<file path="src/rtl/lc3_execute_ex_if.sv">
// Bus bundle for the LC-3 execute stage: upstream handshake/operands and downstream results.
// Forwarding signals exist only when EXEC_FWD_EN is defined.
interface lc3_execute_ex_if #(
  parameter int WIDTH = 16
);
  logic             in_valid;
  logic             in_ready;
  logic [6:0]       E_Control;
  logic [15:0]      IR;
  logic [WIDTH-1:0] npc;
  logic [WIDTH-1:0] VSR1;
  logic [WIDTH-1:0] VSR2;
  logic [1:0]       W_Control_in;
  logic             Mem_Control_in;
  logic             flush;
  logic             out_valid;
  logic             out_ready;
  logic [WIDTH-1:0] aluout;
  logic [WIDTH-1:0] pcout;
  logic [WIDTH-1:0] M_Data;
  logic [2:0]       NZP;
  logic [2:0]       dr;
  logic [15:0]      IR_Exec;
  logic [1:0]       W_Control_out;
  logic             Mem_Control_out;
  logic [2:0]       sr1;
  logic [2:0]       sr2;
`ifdef EXEC_FWD_EN
  logic             fwd_valid;
  logic [2:0]       fwd_dr;
  logic [WIDTH-1:0] fwd_data;
`endif

  modport slave (
`ifdef EXEC_FWD_EN
    input  fwd_valid, fwd_dr, fwd_data,
`endif
    input  in_valid, E_Control, IR, npc, VSR1, VSR2, W_Control_in, Mem_Control_in,
    input  flush, out_ready,
    output in_ready, out_valid, aluout, pcout, M_Data, NZP, dr, IR_Exec,
    output W_Control_out, Mem_Control_out, sr1, sr2
  );

  modport master (
`ifdef EXEC_FWD_EN
    output fwd_valid, fwd_dr, fwd_data,
`endif
    output in_valid, E_Control, IR, npc, VSR1, VSR2, W_Control_in, Mem_Control_in,
    output flush, out_ready,
    input  in_ready, out_valid, aluout, pcout, M_Data, NZP, dr, IR_Exec,
    input  W_Control_out, Mem_Control_out, sr1, sr2
  );
endinterface

</file>
<file path="src/rtl/lc3_execute_ex.sv">
// LC-3 execute stage: ALU, effective address, NZP/dr decode, valid/ready pipeline register and
// a multi-cycle multiplier. Define EXEC_FWD_EN to add operand forwarding at acceptance.
module lc3_execute_ex #(
  parameter int WIDTH   = 16,
  parameter int MUL_LAT = 4
) (
  input logic             clock,
  input logic             reset,
  lc3_execute_ex_if.slave bus
);

  localparam int CNT_W = $clog2(MUL_LAT + 1);

  typedef enum logic {IDLE = 1'b0, BUSY = 1'b1} state_t;

  function automatic logic [WIDTH-1:0] alu_fn(input logic [2:0] op,
                                              input logic [WIDTH-1:0] a,
                                              input logic [WIDTH-1:0] b);
    logic [WIDTH-1:0] r;
    case (op)
      3'b000:  r = a + b;
      3'b001:  r = a & b;
      3'b010:  r = ~a;
      3'b011:  r = a;
      3'b101:  r = a - b;
      3'b110:  r = a ^ b;
      default: r = '0;
    endcase
    return r;
  endfunction

  state_t           state_q, state_d;
  logic [CNT_W-1:0] cnt_q, cnt_d;
  logic             out_valid_q, out_valid_d;
  logic [WIDTH-1:0] aluout_q, aluout_d;
  logic [WIDTH-1:0] pcout_q, pcout_d;
  logic [WIDTH-1:0] mdata_q, mdata_d;
  logic [2:0]       nzp_q, nzp_d;
  logic [2:0]       dr_q, dr_d;
  logic [15:0]      ir_q, ir_d;
  logic [1:0]       wctl_q, wctl_d;
  logic             mctl_q, mctl_d;
  logic [WIDTH-1:0] mul_a_q, mul_a_d;
  logic [WIDTH-1:0] mul_b_q, mul_b_d;

  logic [2:0]              alu_op;
  logic [1:0]              pcsel1;
  logic                    pcsel2;
  logic                    op2sel;
  logic [3:0]              opcode;
  logic [2:0]              sr1_c, sr2_c;
  logic signed [WIDTH-1:0] imm5, off6, off9, off11;
  logic [WIDTH-1:0]        op1, op2;
  logic [WIDTH-1:0]        aluin1, aluin2;
  logic [WIDTH-1:0]        addrin1, addrin2, pcout_c;
  logic [2:0]              nzp_c, dr_c;
  logic [WIDTH-1:0]        mul_prod;
  logic                    in_ready;
  logic                    accept;

  assign alu_op = bus.E_Control[6:4];
  assign pcsel1 = bus.E_Control[3:2];
  assign pcsel2 = bus.E_Control[1];
  assign op2sel = bus.E_Control[0];
  assign opcode = bus.IR[15:12];

  assign sr1_c = bus.IR[8:6];
  assign sr2_c = (bus.IR[13:12] == 2'b01) ? bus.IR[2:0]  :
                 (bus.IR[13:12] == 2'b11) ? bus.IR[11:9] : 3'b000;

  assign imm5  = {{(WIDTH-5){bus.IR[4]}},   bus.IR[4:0]};
  assign off6  = {{(WIDTH-6){bus.IR[5]}},   bus.IR[5:0]};
  assign off9  = {{(WIDTH-9){bus.IR[8]}},   bus.IR[8:0]};
  assign off11 = {{(WIDTH-11){bus.IR[10]}}, bus.IR[10:0]};

`ifdef EXEC_FWD_EN
  // A result still in flight for the register being read overrides the stale register file value.
  assign op1 = (bus.fwd_valid && (bus.fwd_dr == sr1_c)) ? bus.fwd_data : bus.VSR1;
  assign op2 = (bus.fwd_valid && (bus.fwd_dr == sr2_c)) ? bus.fwd_data : bus.VSR2;
`else
  assign op1 = bus.VSR1;
  assign op2 = bus.VSR2;
`endif

  assign aluin1 = op1;
  assign aluin2 = op2sel ? op2 : imm5;

  always_comb begin
    addrin1 = '0;
    case (pcsel1)
      2'd0:    addrin1 = off11;
      2'd1:    addrin1 = off9;
      2'd2:    addrin1 = off6;
      default: addrin1 = '0;
    endcase
  end

  assign addrin2 = pcsel2 ? bus.npc : op1;
  assign pcout_c = addrin1 + addrin2;

  always_comb begin
    nzp_c = 3'b000;
    if (opcode == 4'b0000)      nzp_c = bus.IR[11:9];
    else if (opcode == 4'b1100) nzp_c = 3'b111;
    case (opcode)
      4'b0001, 4'b0101, 4'b1001, 4'b0010,
      4'b0110, 4'b1010, 4'b1110: dr_c = bus.IR[11:9];
      default:                   dr_c = 3'b000;
    endcase
  end

  // Operands are frozen for the whole BUSY window, so the product settles over MUL_LAT cycles.
  assign mul_prod = mul_a_q * mul_b_q;

  assign in_ready = reset && (state_q == IDLE) && (!out_valid_q || bus.out_ready);
  assign accept   = bus.in_valid && in_ready && !bus.flush;

  always_comb begin
    state_d     = state_q;
    cnt_d       = cnt_q;
    out_valid_d = out_valid_q;
    aluout_d    = aluout_q;
    pcout_d     = pcout_q;
    mdata_d     = mdata_q;
    nzp_d       = nzp_q;
    dr_d        = dr_q;
    ir_d        = ir_q;
    wctl_d      = wctl_q;
    mctl_d      = mctl_q;
    mul_a_d     = mul_a_q;
    mul_b_d     = mul_b_q;
    case (state_q)
      IDLE: begin
        if (bus.flush) begin
          out_valid_d = 1'b0;
        end else if (accept) begin
          pcout_d = pcout_c;
          mdata_d = op2;
          nzp_d   = nzp_c;
          dr_d    = dr_c;
          ir_d    = bus.IR;
          wctl_d  = bus.W_Control_in;
          mctl_d  = bus.Mem_Control_in;
          if (alu_op == 3'b100) begin
            mul_a_d     = aluin1;
            mul_b_d     = aluin2;
            cnt_d       = CNT_W'(MUL_LAT - 1);
            out_valid_d = 1'b0;
            state_d     = BUSY;
          end else begin
            aluout_d    = alu_fn(alu_op, aluin1, aluin2);
            out_valid_d = 1'b1;
          end
        end else if (bus.out_ready) begin
          out_valid_d = 1'b0;
        end
      end
      BUSY: begin
        if (bus.flush) begin
          out_valid_d = 1'b0;
          cnt_d       = '0;
          state_d     = IDLE;
        end else if (cnt_q <= CNT_W'(1)) begin
          aluout_d    = mul_prod;
          out_valid_d = 1'b1;
          cnt_d       = '0;
          state_d     = IDLE;
        end else begin
          cnt_d = cnt_q - CNT_W'(1);
        end
      end
      default: state_d = IDLE;
    endcase
  end

  always_ff @(posedge clock or negedge reset) begin
    if (!reset) begin
      state_q     <= IDLE;
      cnt_q       <= '0;
      out_valid_q <= 1'b0;
      aluout_q    <= '0;
      pcout_q     <= '0;
      mdata_q     <= '0;
      nzp_q       <= 3'b000;
      dr_q        <= 3'b000;
      ir_q        <= '0;
      wctl_q      <= '0;
      mctl_q      <= 1'b0;
      mul_a_q     <= '0;
      mul_b_q     <= '0;
    end else begin
      state_q     <= state_d;
      cnt_q       <= cnt_d;
      out_valid_q <= out_valid_d;
      aluout_q    <= aluout_d;
      pcout_q     <= pcout_d;
      mdata_q     <= mdata_d;
      nzp_q       <= nzp_d;
      dr_q        <= dr_d;
      ir_q        <= ir_d;
      wctl_q      <= wctl_d;
      mctl_q      <= mctl_d;
      mul_a_q     <= mul_a_d;
      mul_b_q     <= mul_b_d;
    end
  end

  assign bus.in_ready        = in_ready;
  assign bus.out_valid       = out_valid_q;
  assign bus.aluout          = aluout_q;
  assign bus.pcout           = pcout_q;
  assign bus.M_Data          = mdata_q;
  assign bus.NZP             = nzp_q;
  assign bus.dr              = dr_q;
  assign bus.IR_Exec         = ir_q;
  assign bus.W_Control_out   = wctl_q;
  assign bus.Mem_Control_out = mctl_q;
  assign bus.sr1             = sr1_c;
  assign bus.sr2             = sr2_c;

endmodule

</file>
<file path="src/flat_wrapper.sv">
// flat-port wrapper written by rule: the top's interface ports become plain ports
module lc3_execute_ex_flat 
#(
  parameter int WIDTH   = 16,
  parameter int MUL_LAT = 4
)
  (clock, reset, bus_in_valid, bus_E_Control, bus_IR, bus_npc, bus_VSR1, bus_VSR2, bus_W_Control_in, bus_Mem_Control_in, bus_flush, bus_out_ready, bus_in_ready, bus_out_valid, bus_aluout, bus_pcout, bus_M_Data, bus_NZP, bus_dr, bus_IR_Exec, bus_W_Control_out, bus_Mem_Control_out, bus_sr1, bus_sr2);
  lc3_execute_ex_if #(.WIDTH(WIDTH)) bus_i ();
  input logic clock;
  input logic reset;
  input wire logic [$bits(bus_i.in_valid)-1:0] bus_in_valid;
  input wire logic [$bits(bus_i.E_Control)-1:0] bus_E_Control;
  input wire logic [$bits(bus_i.IR)-1:0] bus_IR;
  input wire logic [$bits(bus_i.npc)-1:0] bus_npc;
  input wire logic [$bits(bus_i.VSR1)-1:0] bus_VSR1;
  input wire logic [$bits(bus_i.VSR2)-1:0] bus_VSR2;
  input wire logic [$bits(bus_i.W_Control_in)-1:0] bus_W_Control_in;
  input wire logic [$bits(bus_i.Mem_Control_in)-1:0] bus_Mem_Control_in;
  input wire logic [$bits(bus_i.flush)-1:0] bus_flush;
  input wire logic [$bits(bus_i.out_ready)-1:0] bus_out_ready;
  output wire logic [$bits(bus_i.in_ready)-1:0] bus_in_ready;
  output wire logic [$bits(bus_i.out_valid)-1:0] bus_out_valid;
  output wire logic [$bits(bus_i.aluout)-1:0] bus_aluout;
  output wire logic [$bits(bus_i.pcout)-1:0] bus_pcout;
  output wire logic [$bits(bus_i.M_Data)-1:0] bus_M_Data;
  output wire logic [$bits(bus_i.NZP)-1:0] bus_NZP;
  output wire logic [$bits(bus_i.dr)-1:0] bus_dr;
  output wire logic [$bits(bus_i.IR_Exec)-1:0] bus_IR_Exec;
  output wire logic [$bits(bus_i.W_Control_out)-1:0] bus_W_Control_out;
  output wire logic [$bits(bus_i.Mem_Control_out)-1:0] bus_Mem_Control_out;
  output wire logic [$bits(bus_i.sr1)-1:0] bus_sr1;
  output wire logic [$bits(bus_i.sr2)-1:0] bus_sr2;
  assign bus_i.in_valid = bus_in_valid;
  assign bus_i.E_Control = bus_E_Control;
  assign bus_i.IR = bus_IR;
  assign bus_i.npc = bus_npc;
  assign bus_i.VSR1 = bus_VSR1;
  assign bus_i.VSR2 = bus_VSR2;
  assign bus_i.W_Control_in = bus_W_Control_in;
  assign bus_i.Mem_Control_in = bus_Mem_Control_in;
  assign bus_i.flush = bus_flush;
  assign bus_i.out_ready = bus_out_ready;
  assign bus_in_ready = bus_i.in_ready;
  assign bus_out_valid = bus_i.out_valid;
  assign bus_aluout = bus_i.aluout;
  assign bus_pcout = bus_i.pcout;
  assign bus_M_Data = bus_i.M_Data;
  assign bus_NZP = bus_i.NZP;
  assign bus_dr = bus_i.dr;
  assign bus_IR_Exec = bus_i.IR_Exec;
  assign bus_W_Control_out = bus_i.W_Control_out;
  assign bus_Mem_Control_out = bus_i.Mem_Control_out;
  assign bus_sr1 = bus_i.sr1;
  assign bus_sr2 = bus_i.sr2;
  lc3_execute_ex #(.WIDTH(WIDTH), .MUL_LAT(MUL_LAT)) u_core (.clock(clock), .reset(reset), .bus(bus_i));
endmodule
</file>
<file path="config.mk">
export PLATFORM = sky130hd
export DESIGN_NAME = lc3_execute_ex_flat
export DESIGN_NICKNAME = d
export VERILOG_FILES = /design/src/rtl/lc3_execute_ex_if.sv /design/src/rtl/lc3_execute_ex.sv /design/src/flat_wrapper.sv
export SDC_FILE = /design/constraint.sdc
export NUM_CORES = 1
export LEC_CHECK = 0
export ABC_CLOCK_PERIOD_IN_PS = 16379
export BUFFER_PORTS_ARGS = -buffer_cell sky130_fd_sc_hd__buf_4
export CORE_AREA = 2 2 198 200
export CTS_CLUSTER_SIZE = 30
export DETAILED_ROUTE_END_ITERATION = 7
export DIE_AREA = 0 0 200 202
export RECOVER_POWER = 50
export SYNTH_ARGS = -nofsm -noshare
export SYNTH_HDL_FRONTEND = slang
export SYNTH_SLANG_ARGS = --single-unit
</file>
<file path="constraint.sdc">
create_clock -name clock -period 16.38 [get_ports clock]
set_input_delay 0 -clock clock [delete_from_list [all_inputs] [get_ports clock]]
set_output_delay 0 -clock clock [all_outputs]
set_load 0.01 [all_outputs]
</file>
* Yosys cells after proc, flatten, opt, wreduce, memory -nomap -nowiden
Index checks and enable logic that the tools add are counted.
Operators by class: add/subtract/negate cells 4, multiply operators 1, magnitude comparators 1, equality and inequality tests 26, mux-type cells 34, bitwise logic cells 5, reductions and logical operators 16
Operators by type and width (count):
- $mux 16 | 7
- $pmux 16 s6 | 1
- $pmux 16 s3 | 1
- $add 16x16->16 | 2
- $pmux 16 s2 | 1
- $mux 3 | 10
- $and 16x16->16 | 1
- $eq 4x4->1 const B | 4
- $mul 16x16->16 | 1
- $not 16->16 | 1
- $sub 16x16->16 | 1
- $xor 16x16->16 | 1
- $mux 1 | 11
- $ne 2x2->1 const B | 5
- $eq 3x3->1 const B | 3
- $eq 4x3->1 const B | 2
- $reduce_or 7->1 | 1
- $eq 3x2->1 const B | 2
- $pmux 3 s2 | 1
- $reduce_and 3->1 | 2
- $reduce_and 5->1 | 1
- $eq 2x1->1 const B | 2
- $eq 2x2->1 const B | 2
- $eq 4x1->1 const B | 1
- other kinds (17) | 23
Word-level totals: register bits 110, output and inout port bits 81

* Depth between registers and ports, before layout
depth after elaboration 8, gate-level depth with buffers 21

* Worst setup path after synthesis
No wires, ideal clock.
path type reg2reg, start reg u_core.mul_b_q[1], end reg u_core.aluout_q[15] (netlist: u_core.bus.aluout[15]), setup time 82 ps, data arrival time 5350 ps, required time 16298 ps, slack 10948 ps, stages on the path, launching flop included 20, buffers on the path 1, cell sequence dfrtp_1 -> clkbuf_1 -> nand2_1 -> fa_1 -> fa_1 -> fa_1 -> fa_1 -> inv_1 -> fa_1 -> inv_1 -> fa_1 -> inv_1 -> ha_1 -> a21o_1 -> and2_1 -> a311oi_1 -> o21ai_0 -> xnor2_1 -> nand2_1 -> a31oi_1
On the way: longest elaborated chain between the ends 4
Ends and longest elaborated chain:
- start, declared | line lc3_execute_ex.sv:44 | logic [WIDTH-1:0] mul_b_q, mul_b_d;
- start signal, assigned | line lc3_execute_ex.sv:204 | mul_b_q <= mul_b_d;
- $mul 16x16->16 | line lc3_execute_ex.sv:113 | assign mul_prod = mul_a_q * mul_b_q;
- $mux 16 | line lc3_execute_ex.sv:163 | end else if (cnt_q <= CNT_W'(1)) begin
- $mux 16 | line lc3_execute_ex.sv:159 | if (bus.flush) begin
- $pmux 16 s2 | line lc3_execute_ex.sv:132 | case (state_q)
- end signal, assigned | line lc3_execute_ex.sv:195 | aluout_q <= aluout_d;
- end, declared | line lc3_execute_ex.sv:35 | logic [WIDTH-1:0] aluout_q, aluout_d;
No other way between the ends. The select of a mux whose other input is x is not followed. A chain may end at the register's enable or synchronous reset.

* Worst setup path in the final report
Ends and elaborated chain as after synthesis.

==> flow_summary.toml <==
[power_and_ir_drop]
power_leakage_nw = 6.28
finalPower_w = 0.00141
ir_worst_vdd_v = 0.0000502
p_per_area_nw_per_um2 = 104

[synthesis]
yosysTopAreaCellShare_pct = 24.2
synth.yosys.seq_area_share_pct = 24.2
syn_nets = 1523
syn_inst = 1264
synth_seq_cells = 110
yosysWarnings = 0
syn_area_sq_um = 11400
netlist_top_cells_area = "dfrtp_1 24%, fa_1 14%, ha_1 11%, mux2_2 8.3%, nand2_1 5.3%"
ys_types = 70
async_reset_ff_share_pct = 100
synth_edf_count = 0
synthFlopType = "dfrtp_1"
synth_top_area_cell = "dfrtp_1"
syn_area_per_cell_sq_um = 9.00

[run]
maxCapViolations = 3

[global_route]
grt_pass1_vias = 9755
grt.total_usage_pct = 17.5
grt_pass1_wl_microns = 54000
grt_start_max_net_pins = 86
antenna_found_initial = 1
grt_overflow_total = 0

[worst_setup_path]
critPathMaxStageDelay_ns = 0.56
arrival_ns = 6.18
critPathTopFamily = "adder cells"
cp-start-kind = "flop"
ff2ff_path_depth = 19
cp_common_cell = "fa_1"
slowest_stage = "dfrtp_1"
cp_num_buf_inv = 4
crit_required_ns = 16.68
cp_max_fo = 16
crit_chain = "and2_1 -> fa_1 -> inv_1 -> fa_1 -> fa_1 -> fa_1 -> inv_1 -> fa_1 -> inv_1 -> fa_1 -> inv_1 -> ha_1 -> a21o_1 -> and2_1 -> a311oi_1 -> o21ai_0 -> xnor2_1 -> nand2_1 -> a31oi_1"
path_class = "reg -> reg"
cp.depth = 19
critPathCaptureType = "flop"

[clocking]
clock_sinks = 110
cts_tree = "yes"
cts-resized-gates = 0
root_buffer = "clkbuf_16"
cts_buffers = 9
cts_htree_levels = 3
clkLatencyLatePin_ns = 0.38
cts.clk_slew.worst_paths_ns = 0.08
clockBufferDepth = 2

[route]
drt_pass1_iterations = 6
antenna_left = 0
via_per_inst = 4.86
routed_wl_microns = 34200
wire_per_inst_microns = 17.4
vias = 9523
drc_errors = 0
drt_iter0_markers = 450

[outcome]
violations = "max-capacitance violations, max-slew violations"
status = "finished with violations"

[placed_design]
hpwl_microns = 27000
port_buffers = 159
gp_congestion = 0.852
place_ws_ns = 10.47

[timing]
period_needed_ns = 5.88
slew_violations = 117
relSlewSlack_pct = -79.9
fin_crit_sh_pct = 35.9
finalSetupTns_ns = 0
rsz0062_at_grt = "false"
tightest_slew_ns = 2.70
finalClockSkew_ns = 0.0122
max_freq_mhz = 170
setup_violations = 0
setup_ws_ns = 10.50
hold_viol_final = 0

[hold_path]
hold_class = "in -> reg"
hold_depth = 3

[layout]
final_common_cell = "nand2_1"
drive_above_1_share_pct = 14.4
post-route-util_pct = 35.5
nets = 1696
area_growth_syn_to_layout_pct = 19.5
mostFrequentLayoutCells = "160 x nand2_1, 143 x inv_1, 110 x dfrtp_1, 98 x ha_1, 85 x buf_4"

[die]
die_width_microns = 200
pin_count = 160
start_util_pct = 29.7
fp.dieH_microns = 202
core.rowCount = 72
core_area_sq_um = 38300
die-area_sq_um = 40400
[cells by family (layout without fill, tap and decap cells)]
logic type | after synthesis | count (layout) | share of synthesized area, %
buffers and inverters | 203 | 381 | 6.95
multiplexers | 96 | 96 | 9.54
adder cells (fa/ha/maj) | 180 | 180 | 25.2
other | 0 | 1 | 0
AND/OR/NAND/NOR | 389 | 389 | 16.3
AO/OA/AOI/OAI | 214 | 214 | 12.2
flip-flops | 110 | 110 | 24.2
XOR/XNOR | 72 | 72 | 5.66
[routing by layer]
layer / up-vias / track usage [%] / wire [microns]
li1: 4566 / - / -
met5: - / 0 / 0
met2: 214 / 29.4 / 16400
met3: 31 / 3.74 / 1890
met4: 0 / 4.13 / 636
met1: 4712 / 22.8 / 15300
[worst register-to-register path, stage by stage, from the launching register on]
cell,delay [ns]
dfrtp_1,0.56
and2_1,0.28
fa_1,0.55
inv_1,0.06
fa_1,0.45
fa_1,0.44
fa_1,0.49
inv_1,0.06
fa_1,0.54
inv_1,0.06
fa_1,0.49
inv_1,0.05
ha_1,0.32
a21o_1,0.21
and2_1,0.17
a311oi_1,0.42
o21ai_0,0.21
xnor2_1,0.18
nand2_1,0.06
a31oi_1,0.21
[flip-flops by register name, indices dropped and copies added, names as in the netlist]
signal                      count
u_core.bus.M_Data              16
u_core.bus.aluout              16
u_core.bus.dr                   3
u_core.bus.IR_Exec             16
u_core.state_q                  1
u_core.bus.pcout               16
u_core.bus.NZP                  3
u_core.mul_b_q                 16
u_core.bus.Mem_Control_out      1
u_core.mul_a_q                 16
u_core.bus.out_valid            1
u_core.cnt_q                    3
u_core.bus.W_Control_out        2
[final cells by class]
| type | instances | area [sq um] |
|---|---|---|
| fill | 3985 | 24700 |
| clock buffer | 9 | 225 |
| sequential | 110 | 2750 |
| inverter | 143 | 537 |
| tap | 518 | 648 |
| timing repair buffer | 222 | 1490 |
| multi-input combinational | 951 | 7840 |
| antenna | 1 | 2.50 |
| clock inverter | 7 | 97.6 |
[where the power goes]
| group | total (W) | internal (W) | leakage (nW) | switching (W) |
|---|---|---|---|---|
| Sequential | 0.000405 | 0.000332 | 1.37 | 0.0000728 |
| Clock | 0.000244 | 0.000124 | 0.157 | 0.000120 |
| Combinational | 0.000759 | 0.000328 | 4.75 | 0.000431 |
[synth_stat cells (all sizes together) (3+ instances only)]
library cell,instances
a221oi,9
and3,4
fa,82
and2,76
xor2,24
o31ai,7
or3,4
nand3,9
mux2i,12
mux2,84
a21o,8
a21oi,54
o21ai,65
o21a,5
nand2,160
a31o,4
a31oi,10
or2,6
nand2b,13
o22ai,8
xnor2,47
nor3,12
a211oi,4
o221ai,9
ha,98
nor2b,6
inv,143
nor3b,10
o2111ai,3
buf,15
a22o,4
nor2,80
o21bai,3
clkbuf,45
dfrtp,110
[worst paths after layout]
check	start	to	slack (ns)
min in group asynchronous	reset	u_core.bus.M_Data[4]	0.53
setup reg to reg	u_core.mul_b_q[1]	u_core.bus.aluout[15]	10.50
setup / recovery	u_core.mul_b_q[1]	u_core.bus.aluout[15]	10.50
max in group asynchronous	reset	u_core.bus.pcout[15]	12.64
hold reg to reg	u_core.bus.pcout[4]	u_core.bus.pcout[4]	0.48
hold / removal	bus_VSR1[0]	u_core.mul_a_q[0]	0.05
[through the flow]
step,cell area (sq um),instances,hold slack (ns)
2_1_floorplan,11400,1264,-0.296
3_3_place_gp,13000,1890,-0.0536
3_5_place_dp,13000,1890,-0.0525
4_1_cts,13900,1960,0.0385
5_1_grt,13600,1961,0.0326
6_report,13600,1961,0.0453
[timing repair]
item / 4_1_cts / 5_1_grt
hold buffers: 54 / 0
hold endpoints to repair: 78 / 0
setup buffers: 0 / 0
No activity file was read; power rests on OpenSTA's default activity.
